<file path="src/rtl/draw_pkg.sv">
// Shared types and constants for the rectangle fill engine.
// Holds the fill FSM states, clip result bundle and sizing defaults.
package draw_pkg;

  typedef enum logic [2:0] {
    S_IDLE,
    S_CLIP,
    S_LINE,
    S_AW,
    S_W,
    S_B,
    S_DONE
  } fill_state_t;

  localparam int BURST_MAX_DEF = 256;
  localparam int BOUNDARY_DEF  = 4096;
  localparam int PIX_BYTES     = 4;

  typedef struct packed {
    logic        empty;
    logic [12:0] x0;
    logic [12:0] x1;
    logic [12:0] y0;
    logic [12:0] y1;
  } clip_t;

endpackage

</file>
<file path="src/rtl/draw_fill_clip.sv">
// Intersects the destination rectangle with the clip area.
// Result is registered when a command is accepted.
module draw_fill_clip
  import draw_pkg::*;
(
  input  logic        clk,
  input  logic        rst,
  input  logic        en,
  input  logic [43:0] area,
  input  logic [23:0] dpos,
  input  logic [21:0] dsiz,
  output clip_t       clip
);

  logic signed [12:0] dx, dy, ax, ay;
  logic signed [12:0] dxe, dye, axe, aye;
  logic signed [12:0] x0, x1, y0, y1;

  // 13-bit signed edges of both rectangles and their overlap
  always_comb begin
    dx  = signed'({dpos[23], dpos[23:12]});
    dy  = signed'({dpos[11], dpos[11:0]});
    ax  = signed'({2'b00, area[43:33]});
    ay  = signed'({2'b00, area[32:22]});
    dxe = dx + signed'({2'b00, dsiz[21:11]});
    dye = dy + signed'({2'b00, dsiz[10:0]});
    axe = ax + signed'({2'b00, area[21:11]});
    aye = ay + signed'({2'b00, area[10:0]});
    x0  = (dx > ax) ? dx : ax;
    y0  = (dy > ay) ? dy : ay;
    x1  = (dxe < axe) ? dxe : axe;
    y1  = (dye < aye) ? dye : aye;
  end

  // capture the clipped window on command acceptance
  always_ff @(posedge clk) begin
    if (rst) begin
      clip <= '0;
    end else if (en) begin
      clip.x0    <= x0;
      clip.x1    <= x1;
      clip.y0    <= y0;
      clip.y1    <= y1;
      clip.empty <= (x1 <= x0) || (y1 <= y0);
    end
  end

endmodule

</file>
<file path="src/rtl/draw_fillctrl.sv">
// Solid rectangle fill into VRAM over an AXI4 write master.
// One burst in flight; bursts never cross BOUNDARY.
module draw_fillctrl
  import draw_pkg::*;
#(
  parameter int BURST_MAX = BURST_MAX_DEF,
  parameter int BOUNDARY  = BOUNDARY_DEF
) (
  input  logic        CLK,
  input  logic        ARST,
  input  logic        REQ_VALID,
  output logic        REQ_READY,
  input  logic [31:0] REQ_BASE,
  input  logic [10:0] REQ_FRM_W,
  input  logic [43:0] REQ_AREA,
  input  logic [23:0] REQ_DPOS,
  input  logic [21:0] REQ_DSIZ,
  input  logic [31:0] REQ_COLOR,
  output logic        BUSY,
  output logic        DONE,
  output logic [31:0] M_AXI_AWADDR,
  output logic [7:0]  M_AXI_AWLEN,
  output logic        M_AXI_AWVALID,
  input  logic        M_AXI_AWREADY,
  output logic [31:0] M_AXI_WDATA,
  output logic [3:0]  M_AXI_WSTRB,
  output logic        M_AXI_WLAST,
  output logic        M_AXI_WVALID,
  input  logic        M_AXI_WREADY,
  input  logic        M_AXI_BVALID,
  output logic        M_AXI_BREADY
);

  fill_state_t state;
  clip_t       clip;

  logic [31:0] base, color, addr;
  logic [10:0] frm_w;
  logic [12:0] y;
  logic [11:0] rem;
  logic [8:0]  beats;
  logic [7:0]  cnt;
  logic        accept;

  logic [23:0] pix;
  logic [31:0] line_addr, nxt_addr, room;
  logic [11:0] nxt_rem;
  logic [8:0]  nxt_beats;

  assign accept       = REQ_VALID && REQ_READY;
  assign M_AXI_AWADDR = addr;
  assign M_AXI_WSTRB  = 4'b1111;

  draw_fill_clip u_clip (
    .clk  (CLK),
    .rst  (ARST),
    .en   (accept),
    .area (REQ_AREA),
    .dpos (REQ_DPOS),
    .dsiz (REQ_DSIZ),
    .clip (clip)
  );

  // next burst: start of a line or continuation after a response
  always_comb begin
    pix       = 24'(y) * 24'(frm_w) + 24'(clip.x0);
    line_addr = base + {6'd0, pix, 2'b00};
    if (state == S_LINE) begin
      nxt_addr = line_addr;
      nxt_rem  = 12'(clip.x1 - clip.x0);
    end else begin
      nxt_addr = addr + {21'd0, beats, 2'b00};
      nxt_rem  = rem - {3'd0, beats};
    end
    room      = (32'(BOUNDARY) - (nxt_addr & 32'(BOUNDARY - 1))) >> 2;
    nxt_beats = 9'(BURST_MAX);
    if ({20'd0, nxt_rem} < 32'(nxt_beats))
      nxt_beats = nxt_rem[8:0];
    if (room < 32'(nxt_beats))
      nxt_beats = 9'(room);
  end

  // fill sequencer with registered handshake outputs
  always_ff @(posedge CLK) begin
    if (ARST) begin
      state         <= S_IDLE;
      REQ_READY     <= 1'b1;
      BUSY          <= 1'b0;
      DONE          <= 1'b0;
      M_AXI_AWVALID <= 1'b0;
      M_AXI_AWLEN   <= 8'd0;
      M_AXI_WVALID  <= 1'b0;
      M_AXI_WLAST   <= 1'b0;
      M_AXI_WDATA   <= 32'd0;
      M_AXI_BREADY  <= 1'b0;
      base          <= 32'd0;
      color         <= 32'd0;
      addr          <= 32'd0;
      frm_w         <= 11'd0;
      y             <= 13'd0;
      rem           <= 12'd0;
      beats         <= 9'd0;
      cnt           <= 8'd0;
    end else begin
      case (state)
        S_IDLE: begin
          if (REQ_VALID) begin
            base      <= REQ_BASE;
            frm_w     <= REQ_FRM_W;
            color     <= REQ_COLOR;
            REQ_READY <= 1'b0;
            BUSY      <= 1'b1;
            state     <= S_CLIP;
          end
        end
        S_CLIP: begin
          if (clip.empty) begin
            DONE  <= 1'b1;
            state <= S_DONE;
          end else begin
            y     <= clip.y0;
            state <= S_LINE;
          end
        end
        S_LINE: begin
          addr          <= nxt_addr;
          rem           <= nxt_rem;
          beats         <= nxt_beats;
          M_AXI_AWLEN   <= 8'(nxt_beats - 9'd1);
          M_AXI_AWVALID <= 1'b1;
          state         <= S_AW;
        end
        S_AW: begin
          if (M_AXI_AWREADY) begin
            M_AXI_AWVALID <= 1'b0;
            M_AXI_WVALID  <= 1'b1;
            M_AXI_WDATA   <= color;
            M_AXI_WLAST   <= (M_AXI_AWLEN == 8'd0);
            cnt           <= 8'd0;
            state         <= S_W;
          end
        end
        S_W: begin
          if (M_AXI_WREADY) begin
            if (M_AXI_WLAST) begin
              M_AXI_WVALID <= 1'b0;
              M_AXI_WLAST  <= 1'b0;
              M_AXI_BREADY <= 1'b1;
              state        <= S_B;
            end else begin
              cnt         <= cnt + 8'd1;
              M_AXI_WLAST <= ((cnt + 8'd1) == M_AXI_AWLEN);
            end
          end
        end
        S_B: begin
          if (M_AXI_BVALID) begin
            M_AXI_BREADY <= 1'b0;
            if (nxt_rem != 12'd0) begin
              addr          <= nxt_addr;
              rem           <= nxt_rem;
              beats         <= nxt_beats;
              M_AXI_AWLEN   <= 8'(nxt_beats - 9'd1);
              M_AXI_AWVALID <= 1'b1;
              state         <= S_AW;
            end else if ((y + 13'd1) < clip.y1) begin
              y     <= y + 13'd1;
              state <= S_LINE;
            end else begin
              DONE  <= 1'b1;
              state <= S_DONE;
            end
          end
        end
        S_DONE: begin
          DONE      <= 1'b0;
          BUSY      <= 1'b0;
          REQ_READY <= 1'b1;
          state     <= S_IDLE;
        end
        default: state <= S_IDLE;
      endcase
    end
  end

endmodule

</file>
<file path="config.mk">
export PLATFORM = sky130hd
export DESIGN_NAME = draw_fillctrl
export DESIGN_NICKNAME = d
export VERILOG_FILES = /design/src/rtl/draw_pkg.sv /design/src/rtl/draw_fill_clip.sv /design/src/rtl/draw_fillctrl.sv
export SDC_FILE = /design/constraint.sdc
export NUM_CORES = 1
export LEC_CHECK = 0
export CAP_MARGIN = 20
export CELL_PAD_IN_SITES_DETAIL_PLACEMENT = 0
export CELL_PAD_IN_SITES_GLOBAL_PLACEMENT = 1
export CORE_MARGIN = 2
export CORE_UTILIZATION = 44
export CTS_BUF_LIST = sky130_fd_sc_hd__clkbuf_2 sky130_fd_sc_hd__clkbuf_4 sky130_fd_sc_hd__clkbuf_8
export DETAILED_ROUTE_END_ITERATION = 10
export PLACE_DENSITY_LB_ADDON = 0.1
export SETUP_SLACK_MARGIN = 0.3
export SLEW_MARGIN = 20
export SYNTH_ARGS = -nofsm -noshare
export SYNTH_HDL_FRONTEND = slang
export SYNTH_HIERARCHICAL = 1
export SYNTH_SLANG_ARGS = --single-unit
</file>
<file path="constraint.sdc">
create_clock -name CLK -period 10.6 [get_ports CLK]
set_input_delay 1.59 -clock CLK [delete_from_list [all_inputs] [get_ports CLK]]
set_output_delay 1.59 -clock CLK [all_outputs]
set_load 0.01 [all_outputs]
</file>
==> out/metrics.yaml, run 1 <==
run_status:
  status: "complete, no violations"
synth:
  yosysWarnings: 6
  avgSynthCellArea_um2: 7.956
  syn_inst: 2915
  syn_area_um2: 23190
power:
  peakVddDrop_mv: 0.09011
  switching_power_mw: 1.485
  sequentialPowerShare: 0.297
  power_leakage_nw: 11.78
  internal_power_mw: 2.283
  power.density_nw_per_um2: 138.5
  share_comb_of_total_power: 0.426
  swShare: 0.3941
  p_total_mw: 3.768
  p_clk_frac: 0.278
clock_tree:
  cts_sinks: 249
  cts_resized: 0
  clk_pin_slew_ns: 0.07
  cts_max_level: 2
  postCtsSetupRepairBufs: 0
  clkLatencyLatePin_ns: 0.64
  numCtsBuffers: 49
  postCtsHoldBufs: 0
  clock_path_buffers: 3
  cts_tree: "built"
  cts_root_buf: "clkbuf_8"
drt:
  viasPerCell: 5.518
  drc: 0
  ant_nets: 0
  routed_wl_um: 69090
  drt_iter0_drc: 1045
  vias: 21120
  dr.pass1.iters: 5
  wire_per_inst_um: 18.05
global_routing:
  grt_pass1_wl_um: 109700
  grt_max_degree: 84
  grt_overflow_total: 0
  grt_usage: 0.2527
  first_global_vias: 20490
  grt_antenna_before_repair: 2
sta:
  rsz0062_at_grt: "false"
  fmax_mhz: 122.8
  worstMarginPinSlew_ns: 1.009
  setup_ws_ns: 2.458
  drv_slew: 0
  clock_skew_ns: 0.02822
  min_period_ns: 8.142
  post-route-period-util: 0.7681
  hold_ws_ns: 0.4469
  relSlewSlack: 0.3275
  setup_tns_ns: 0
  setup_viol: 0
  hold_viol: 0
setup_path:
  max_stage_delay_ns: 0.75
  cp_slowest_cell: "dfxtp_1"
  cp.arrival_ns: 8.68
  r2r_end: "M_AXI_AWLEN[6]$_SDFFE_PP0P_"
  crit_fanout: 21
  r2r_start: "y[5]$_SDFFE_PP0P_"
  cp-start-kind: "flip-flop"
  path_common_cell: "ha_1"
  end_kind: "flip-flop"
  reg2regPathDepth: 27
  critical_path_class: "reg2reg"
  crit_family: "adder cells"
  cp_num_buf_inv: 3
  crit_path_end: "M_AXI_AWLEN[6]$_SDFFE_PP0P_"
  crit_cells: 27
  crit_required_ns: 11.14
  cp-startpoint: "y[5]$_SDFFE_PP0P_"
  r2r_slack_ns: 2.46
floorplan:
  io_pins: 254
  die-area_um2: 54560
  start_util: 0.4431
  core_area_um2: 52340
  die_y_um: 233.6
  num_rows: 84
  dieWidth_um: 233.6
place:
  place_hpwl_um: 53700
  place.port_buffers: 249
  post-place-ws_ns: 2.463
  gp_routability_congestion: 0.8971
layout:
  multiInputGateArea_um2: 16690
  area_growth_pct: 17.29
  final-seq-area_um2: 4985
  nets: 3649
  n_fill_cell: 5094
  drive_gt1_frac: 0.05832
hold_path:
  hold_class: "reg2reg"
job:
  cap_violations: 0
worst min-delay path: cells and delay by family, from the launching register on:
family / cells / cell delay (ns)
flip-flops: 1 / 0.31
AND/OR/NAND/NOR: 1 / 0.05
AO/OA/AOI/OAI: 1 / 0.05
per-layer routing:
layer	vias up	wire length, µm	global-route usage
met3	95	3274	0.03516
met2	464	32020	0.4210
met1	10160	32110	0.3401
li1	10410	-	-
met4	0	1691	0.07160
met5	-	0	0
metrics by stage:
| stage | std cells | utilization | instance area [µm²] |
|---|---|---|---|
| after detailed placement | 3743 | 0.4999 | 26170 |
| after CTS | 3826 | 0.5196 | 27190 |
| after global placement | 3743 | 0.4999 | 26170 |
| after floorplan | 2921 | - | 23210 |
| after global routing | 3827 | 0.5196 | 27200 |
| final | 3828 | 0.5197 | 27200 |
layout by cell type (no fill, tap or decap), drive strengths merged, types with 9 or more instances in the layout:
| master | instances |
|---|---|
| xor2 | 38 |
| mux2i | 49 |
| nor2b | 21 |
| clkdlybuf4s50 | 248 |
| a21o | 50 |
| and3 | 31 |
| mux2 | 20 |
| clkinv | 9 |
| o21bai | 15 |
| clkbuf | 72 |
| o22ai | 12 |
| nand3b | 11 |
| nand2b | 23 |
| o211ai | 16 |
| buf | 20 |
| o21a | 30 |
| nand2 | 449 |
| nand4 | 19 |
| a21oi | 231 |
| dfxtp | 249 |
| fa | 119 |
| and2 | 62 |
| o21ai | 91 |
| a311oi | 10 |
| nor2 | 214 |
| or2 | 14 |
| nand3 | 54 |
| xnor2 | 104 |
| a211oi | 81 |
| or3 | 11 |
| a31oi | 17 |
| nor4 | 19 |
| nor3 | 75 |
| inv | 265 |
| ha | 253 |
| o32ai | 9 |
sequential cells by signal, summed over array words and instances, names as in the netlist, 3 cells and up:
name and count:
M_AXI_AWADDR 32, M_AXI_AWLEN 8, M_AXI_WDATA 32, base 32, beats 9, cnt 8, color 32, frm_w 11
rem 12, state 3, u_clip/clip 50, y 13
power groups by stage:
stage | logic [mW] | registers [mW] | clock network, mW
final | 1.60 | 1.12 | 1.05
after CTS | 1.60 | 1.12 | 1.07
after detailed placement | 1.59 | 1.14 | 0
after floorplan | 1.15 | 1.09 | 0
after global routing | 1.79 | 1.13 | 1.12
after global placement | 1.57 | 1.14 | 0
cell type report:
| cell class | count | area share |
|---|---|---|
| antenna | 2 | 0.0001840 |
| timing repair buffer | 268 | 0.09692 |
| tap | 688 | 0.03165 |
| inverter | 265 | 0.03657 |
| clock buffer | 72 | 0.03413 |
| multi-input combinational | 2273 | 0.6136 |
| clock inverter | 11 | 0.003680 |
| sequential | 249 | 0.1833 |
worst min path at each step:
stage | startpoint | to | slack [ns] | depth (start not counted)
after floorplan | color[0]$_SDFFE_PP0P_ | M_AXI_WDATA[0]$_SDFFE_PP0P_ | 0.43 | 2
after global placement | color[30]$_SDFFE_PP0P_ | M_AXI_WDATA[30]$_SDFFE_PP0P_ | 0.44 | 2
after global routing | color[28]$_SDFFE_PP0P_ | M_AXI_WDATA[28]$_SDFFE_PP0P_ | 0.47 | 2
after CTS | color[31]$_SDFFE_PP0P_ | M_AXI_WDATA[31]$_SDFFE_PP0P_ | 0.45 | 2
final | color[24]$_SDFFE_PP0P_ | M_AXI_WDATA[24]$_SDFFE_PP0P_ | 0.45 | 2
after detailed placement | color[30]$_SDFFE_PP0P_ | M_AXI_WDATA[30]$_SDFFE_PP0P_ | 0.44 | 2
(Power assumes the default switching activity.)
==> run 2: changes to the inputs <==
--- a/config.mk
+++ b/config.mk
@@ -9,7 +9,7 @@
 export CELL_PAD_IN_SITES_DETAIL_PLACEMENT = 0
 export CELL_PAD_IN_SITES_GLOBAL_PLACEMENT = 1
 export CORE_MARGIN = 2
-export CORE_UTILIZATION = 44
+export CORE_UTILIZATION = 40
 export CTS_BUF_LIST = sky130_fd_sc_hd__clkbuf_2 sky130_fd_sc_hd__clkbuf_4 sky130_fd_sc_hd__clkbuf_8
 export DETAILED_ROUTE_END_ITERATION = 10
 export PLACE_DENSITY_LB_ADDON = 0.1
==> constraint.sdc (replaced) <==
create_clock -name CLK -period 6.5 [get_ports CLK]
set_input_delay 0.975 -clock CLK [delete_from_list [all_inputs] [get_ports CLK]]
set_output_delay 0.975 -clock CLK [all_outputs]
set_load 0.01 [all_outputs]
==> run 2 against run 1 <==
Against the previous run:
- the run now ends with negative setup slack left
- sequential share of layout area fell by 1.6 points
- clock power rose by 66%
- total power rose by 81%
- global-route usage decreased by 1.2 points
- core utilization rose by 0.63 points
- maximum frequency rose by 21%
- non-clock buffer count increased by 245
- largest cell class unchanged
- clock skew up 0.0082 ns
- routed wire length up 5.9%
- sequential cell count stayed put
- first-iteration DRC count grew 9.2%
- cell count grew 8.5%
==> out/metrics.yaml, run 2 (synthesis gave the netlist of run 1 again) <==
global_routing:
  grt_max_degree: 177  # +110%
  grt_antenna_before_repair: 4  # +2
  first_global_vias: 22030  # +7.5%
  grt_pass1_wl_um: 117000  # +6.6%
  grt_usage: 0.2410  # -0.01172
  grt_overflow_total: 0  # unchanged
place:
  dp.cells: 4019  # +7.4%
  gp_routability_congestion: 0.8876  # -1.1%
  place.port_buffers: 249  # unchanged
  place_hpwl_um: 57620  # +7.3%
  place_area_um2: 28120  # +7.5%
sta:
  drv_slew: 0  # unchanged
  clock_skew_ns: 0.03639  # +0.008163 ns
  setup_ws_ns: -0.2097  # -2.668 ns
  hold_ws_ns: 0.4475  # +0.0005680 ns
  hold_viol: 0  # unchanged
  relSlewSlack: 0.4227  # +0.09517
  post-route-period-util: 1.032  # +0.2641
  fmax_mhz: 149.0  # +21%
  worstMarginPinSlew_ns: 0.8660  # -0.1428 ns
  rsz0062_at_grt: "true"
  min_period_ns: 6.710  # -1.432 ns
  setup_viol: 4  # +4
setup_path:
  end_kind: "flip-flop"
  crit_fanout: 6  # -71%
  cp_slowest_cell: "fa_2"
  critical_path_class: "reg2reg"
  cp-start-kind: "flip-flop"
  crit_required_ns: 7.04  # -4.10 ns
  r2r_slack_ns: -0.21  # -2.67 ns
  reg2regPathDepth: 29  # +7.4%
  r2r_end: "M_AXI_AWLEN[6]$_SDFFE_PP0P_"
  max_stage_delay_ns: 0.58  # -0.17 ns
  crit_path_end: "M_AXI_AWLEN[6]$_SDFFE_PP0P_"
  cp.arrival_ns: 7.25  # -1.43 ns
  cp-startpoint: "y[2]$_SDFFE_PP0P_"
  r2r_start: "y[2]$_SDFFE_PP0P_"
run_status:
  violations: "negative setup slack"
  status: "complete, but fails checks"
floorplan:
  die-area_um2: 59920  # +9.8%
  io_pins: 254  # unchanged
  dieWidth_um: 244.8  # +4.8%
  start_util: 0.4035  # -0.03959
  core_area_um2: 57480  # +9.8%
  die_y_um: 244.8  # +4.8%
  num_rows: 88  # +4.8%
clock_tree:
  numCtsBuffers: 49  # unchanged
  cts_tree: "built"
  clkLatencyLatePin_ns: 0.64  # about the same
  clk_pin_slew_ns: 0.06  # about the same
  cts_root_buf: "clkbuf_8"
  cts_sinks: 249  # unchanged
  postCtsHoldBufs: 0  # unchanged
  clock_path_buffers: 3  # unchanged
  cts_max_level: 2  # unchanged
drt:
  drc: 0  # unchanged
  ant_nets: 0  # unchanged
  drt_iter0_drc: 1141  # +9.2%
  wire_per_inst_um: 17.62  # -2.4%
  viasPerCell: 5.275  # -4.4%
  vias: 21900  # +3.7%
  routed_wl_um: 73170  # +5.9%
  dr.pass1.iters: 5  # unchanged
layout:
  fin_area_um2: 30230  # +11%
  largest_register: "u_clip/clip"
  largest_reg_flops: 50  # unchanged
  final_cell_mix: "438 x nand2_1, 248 x inv_1, 248 x clkdlybuf4s50_1"
  final_common_cell: "nand2_1"
  post-route-util: 0.5259  # +0.006253
  fin_cells: 4152  # +8.5%
  n_fill_cell: 5597  # +9.9%
  nets: 3894  # +6.7%
  drive_gt1_frac: 0.1766  # +0.1183
  area_growth_pct: 30.34
  final-seq-area_um2: 5044  # +1.2%
  multiInputGateArea_um2: 17580  # +5.4%
power:
  power.density_nw_per_um2: 225.9  # +63%
  peakVddDrop_mv: 0.1547  # +72%
  power_leakage_nw: 13.24  # +12%
job:
  cap_violations: 0  # unchanged
hold_path:
  hold_class: "reg2reg"
-- run 2: timing repair --
item | in CTS | in global routing
pin swaps | 89 | 73
resized for setup | 97 | 73
endpoints found under the setup margin | 29 | 31
buffers inserted | 27 | 18
-- run 2: report_power, final --
part	switching, mW	leakage (nW)	internal [mW]	total [mW]
clock network	0.731	0.568	1.01	1.74
registers	0.128	2.05	1.66	1.79
logic	1.75	10.6	1.55	3.30
-- run 2: area by class of cell --
class,instances,share of cell area
antenna,1,0.00008278
clock buffer,75,0.03001
clock inverter,11,0.004926
inverter,265,0.03291
multi-input combinational,2273,0.5817
sequential,249,0.1669
tap,765,0.03167
timing repair buffer,513,0.1519
-- run 2: critical path, delay by kind of cell (launching register included) --
kind | cells | cell delay [ns]
adder cells (fa/ha/maj) | 9 | 3.02
AND/OR/NAND/NOR | 7 | 1.19
AO/OA/AOI/OAI | 5 | 1.02
buffers and inverters | 5 | 0.42
multiplexers | 2 | 0.40
flip-flops | 1 | 0.39
XOR/XNOR | 1 | 0.19
-- run 2: worst min-delay path by stage --
stage,to,cells after the start,startpoint,slack (ns)
after floorplan,M_AXI_WDATA[0]$_SDFFE_PP0P_,2,color[0]$_SDFFE_PP0P_,0.43
after CTS,M_AXI_WDATA[24]$_SDFFE_PP0P_,2,color[24]$_SDFFE_PP0P_,0.45
after global routing,color[29]$_SDFFE_PP0P_,2,color[29]$_SDFFE_PP0P_,0.47
after global placement,M_AXI_WDATA[31]$_SDFFE_PP0P_,2,color[31]$_SDFFE_PP0P_,0.44
final,M_AXI_WDATA[11]$_SDFFE_PP0P_,2,color[11]$_SDFFE_PP0P_,0.45
after detailed placement,M_AXI_WDATA[16]$_SDFFE_PP0P_,2,color[16]$_SDFFE_PP0P_,0.45
-- run 2: per-layer routing --
| metal | track usage | vias up | wire length [µm] |
|---|---|---|---|
| li1 | - | 10920 | - |
| met1 | 0.3275 | 10410 | 34540 |
| met2 | 0.4057 | 463 | 33920 |
| met3 | 0.02974 | 109 | 3015 |
| met4 | 0.05811 | 6 | 1658 |
| met5 | 0 | - | 37 |
-- run 2: stage by stage --
stage | setup WS, ns | setup TNS [ns] | total power, mW
after floorplan | -0.2039 | -0.3378 | 3.731
after global placement | -0.3444 | -2.982 | 4.739
after detailed placement | -0.4197 | -3.885 | 4.787
after CTS | -0.2127 | -0.4603 | 6.725
after global routing | -0.4032 | -3.239 | 7.290
final | -0.2097 | -0.5161 | 6.830
==> run 3: changes to the inputs <==
--- a/config.mk
+++ b/config.mk
@@ -13,7 +13,7 @@
 export CTS_BUF_LIST = sky130_fd_sc_hd__clkbuf_2 sky130_fd_sc_hd__clkbuf_4 sky130_fd_sc_hd__clkbuf_8
 export DETAILED_ROUTE_END_ITERATION = 10
 export PLACE_DENSITY_LB_ADDON = 0.1
-export SETUP_SLACK_MARGIN = 0.3
+export SETUP_SLACK_MARGIN = 0.4
 export SLEW_MARGIN = 20
 export SYNTH_ARGS = -nofsm -noshare
 export SYNTH_HDL_FRONTEND = slang
==> run 3 against run 2 <==
Against the previous run:
- the flow still finishes with violations (negative setup slack)
- sequential cell count unchanged
- global-route usage is 0.18 points lower
- critical path depth down 1
- clock skew decreased by 0.018 ns
- clock power decreased by 6%
- combinational power hardly changed
- register-to-register slack got worse by 0.04 ns
- cell area is 0.17% lower
- critical path type unchanged
- largest cell class unchanged
==> out/metrics.yaml, run 3 (synthesis gave the netlist of run 1 again) <==
run_status:
  status: "complete, but fails checks"
  violations: "negative setup slack"
drt:
  drt_iter0_drc: 1134  # -0.61%
  dr.pass1.iters: 5  # unchanged
  wire_per_inst_um: 17.57  # -0.32%
  routed_wl_um: 72860  # -0.42%
  vias: 21850  # -0.26%
  drc: 0  # unchanged
  viasPerCell: 5.267  # -0.16%
  ant_nets: 0  # unchanged
sta:
  min_period_ns: 6.753  # +0.04357 ns
  clock_skew_ns: 0.01846  # -0.01793 ns
  fmax_mhz: 148.1  # -0.65%
  post-route-period-util: 1.039  # +0.006703
  setup_ws_ns: -0.2533  # -0.04357 ns
  worstMarginPinSlew_ns: 1.153  # +0.2870 ns
  relSlewSlack: 0.2313  # -0.1914
  setup_viol: 8  # +4
  rsz0062_at_grt: "true"
  drv_slew: 0  # unchanged
  hold_viol: 0  # unchanged
  hold_ws_ns: 0.4512  # +0.003743 ns
floorplan:
  die-area_um2: 59920  # unchanged
  num_rows: 88  # unchanged
  die_y_um: 244.8  # unchanged
  core_area_um2: 57480  # unchanged
  start_util: 0.4035  # unchanged
  io_pins: 254  # unchanged
  dieWidth_um: 244.8  # unchanged
hold_path:
  whs_path_depth: 2  # unchanged
  min-delay-start: "color[18]$_SDFFE_PP0P_"
  whs_endpoint: "M_AXI_WDATA[18]$_SDFFE_PP0P_"
  hold_class: "reg2reg"
clock_tree:
  clock_path_buffers: 3  # unchanged
  cts_max_level: 2  # unchanged
  cts_root_buf: "clkbuf_8"
  cts_tree: "built"
  postCtsHoldBufs: 0  # unchanged
  clk_pin_slew_ns: 0.06  # about the same
  clkLatencyLatePin_ns: 0.61  # -0.03 ns
  cts_sinks: 249  # unchanged
  numCtsBuffers: 46  # -6.1%
layout:
  nets: 3895  # +0.026%
  post-route-util: 0.5250  # -0.0009140
  area_growth_pct: 30.12
  fin_cells: 4148  # -0.096%
  final_cell_mix: "434 x nand2_1, 250 x inv_1, 246 x clkdlybuf4s50_1"
  largest_reg_flops: 50  # unchanged
  final_common_cell: "nand2_1"
  diodes: 0  # -1
  largest_register: "u_clip/clip"
  drive_gt1_frac: 0.1768  # about the same
setup_path:
  r2r_slack_ns: -0.25  # -0.04 ns
  max_stage_delay_ns: 0.50  # -0.08 ns
  reg2regPathDepth: 28  # -3.4%
  crit_required_ns: 7.02  # -0.02 ns
  end_kind: "flip-flop"
  cp_slowest_cell: "fa_1"
  r2r_end: "M_AXI_AWLEN[6]$_SDFFE_PP0P_"
  r2r_start: "frm_w[4]$_SDFFE_PP0P_"
  cp-start-kind: "flip-flop"
  path_common_cell: "fa_1"
  crit_fanout: 5  # -1
  critical_path_class: "reg2reg"
  cp.arrival_ns: 7.27  # +0.02 ns
global_routing:
  grt_max_degree: 104  # -41%
  grt_overflow_total: 0  # unchanged
  grt_usage: 0.2391  # -0.001827
  first_global_vias: 22000  # -0.13%
  grt_pass1_wl_um: 116300  # -0.62%
  grt_antenna_before_repair: 3  # -1
place:
  place_hpwl_um: 57480  # -0.24%
  place.port_buffers: 249  # unchanged
  dp.cells: 4023  # +0.10%
  gp_routability_congestion: 0.8859  # -0.19%
  post-place-ws_ns: -0.4704  # -0.05069 ns
power:
  power.density_nw_per_um2: 222.7  # -1.4%
  power_leakage_nw: 13.23  # about the same
  peakVddDrop_mv: 0.1923  # +24%
job:
  cap_violations: 0  # unchanged
run 3: power breakdown:
part,leakage (nW),internal [mW],switching (mW),total (mW)
Combinational,10.7,1.54,1.75,3.29
Sequential,2.05,1.66,0.127,1.79
Clock,0.527,0.934,0.700,1.63
Total,13.2,4.14,2.58,6.72
run 3: metal layers:
metal	up-vias	global-route usage	routed length, µm
li1	10900	-	-
met1	10400	0.3225	34210
met2	454	0.4057	34210
met3	92	0.03083	3018
met4	6	0.05560	1382
met5	-	0	39
run 3: cell type report:
cell class | instances | area [µm²]
fillers | 5588 | 27300
multi-input cells | 2273 | 17560
flip-flops and latches | 249 | 5039
repair buffers | 517 | 4637
inverters | 265 | 994.7
well taps | 765 | 957.2
clock buffers | 73 | 917.1
clock inverters | 6 | 71.32
run 3: how the worst max path moves through the flow:
stage                                from                     endpoint  slack [ns]  cells after the start
global placement    frm_w[3]$_SDFFE_PP0P_  M_AXI_AWLEN[6]$_SDFFE_PP0P_       -0.33                     29
floorplan               y[3]$_SDFFE_PP0P_  M_AXI_AWLEN[6]$_SDFFE_PP0P_       -0.20                     31
finish              frm_w[4]$_SDFFE_PP0P_  M_AXI_AWLEN[6]$_SDFFE_PP0P_       -0.25                     28
CTS                 frm_w[4]$_SDFFE_PP0P_  M_AXI_AWLEN[6]$_SDFFE_PP0P_       -0.21                     27
global route        frm_w[4]$_SDFFE_PP0P_  M_AXI_AWLEN[6]$_SDFFE_PP0P_       -0.47                     28
detailed placement  frm_w[3]$_SDFFE_PP0P_  M_AXI_AWLEN[6]$_SDFFE_PP0P_       -0.47                     29
run 3: repair_timing:
action                                  in CTS  in global routing
endpoints found under the setup margin      31                 34
gates cloned                                 0                  0
gates resized for setup                     97                 73
pin swaps                                   75                 38
buffers inserted                            28                 17
run 3: critical path, delay by kind of cell (launching register included):
family / cells / cell delay (ns)
fa+ha+maj: 9 / 3.01
compound gates: 7 / 1.40
mux: 2 / 0.39
simple gates: 6 / 1.03
flops: 1 / 0.38
xor+xnor: 2 / 0.32
buf+inv: 2 / 0.10
run 3: per-stage QoR:
step | cell area, µm² | power (mW) | setup TNS [ns]
floorplan | 23750 | 3.731 | -0.3378
global placement | 28140 | 4.729 | -3.121
detailed placement | 28140 | 4.780 | -4.331
CTS | 29680 | 6.572 | -0.4400
global route | 30180 | 7.167 | -5.545
finish | 30180 | 6.720 | -0.8247
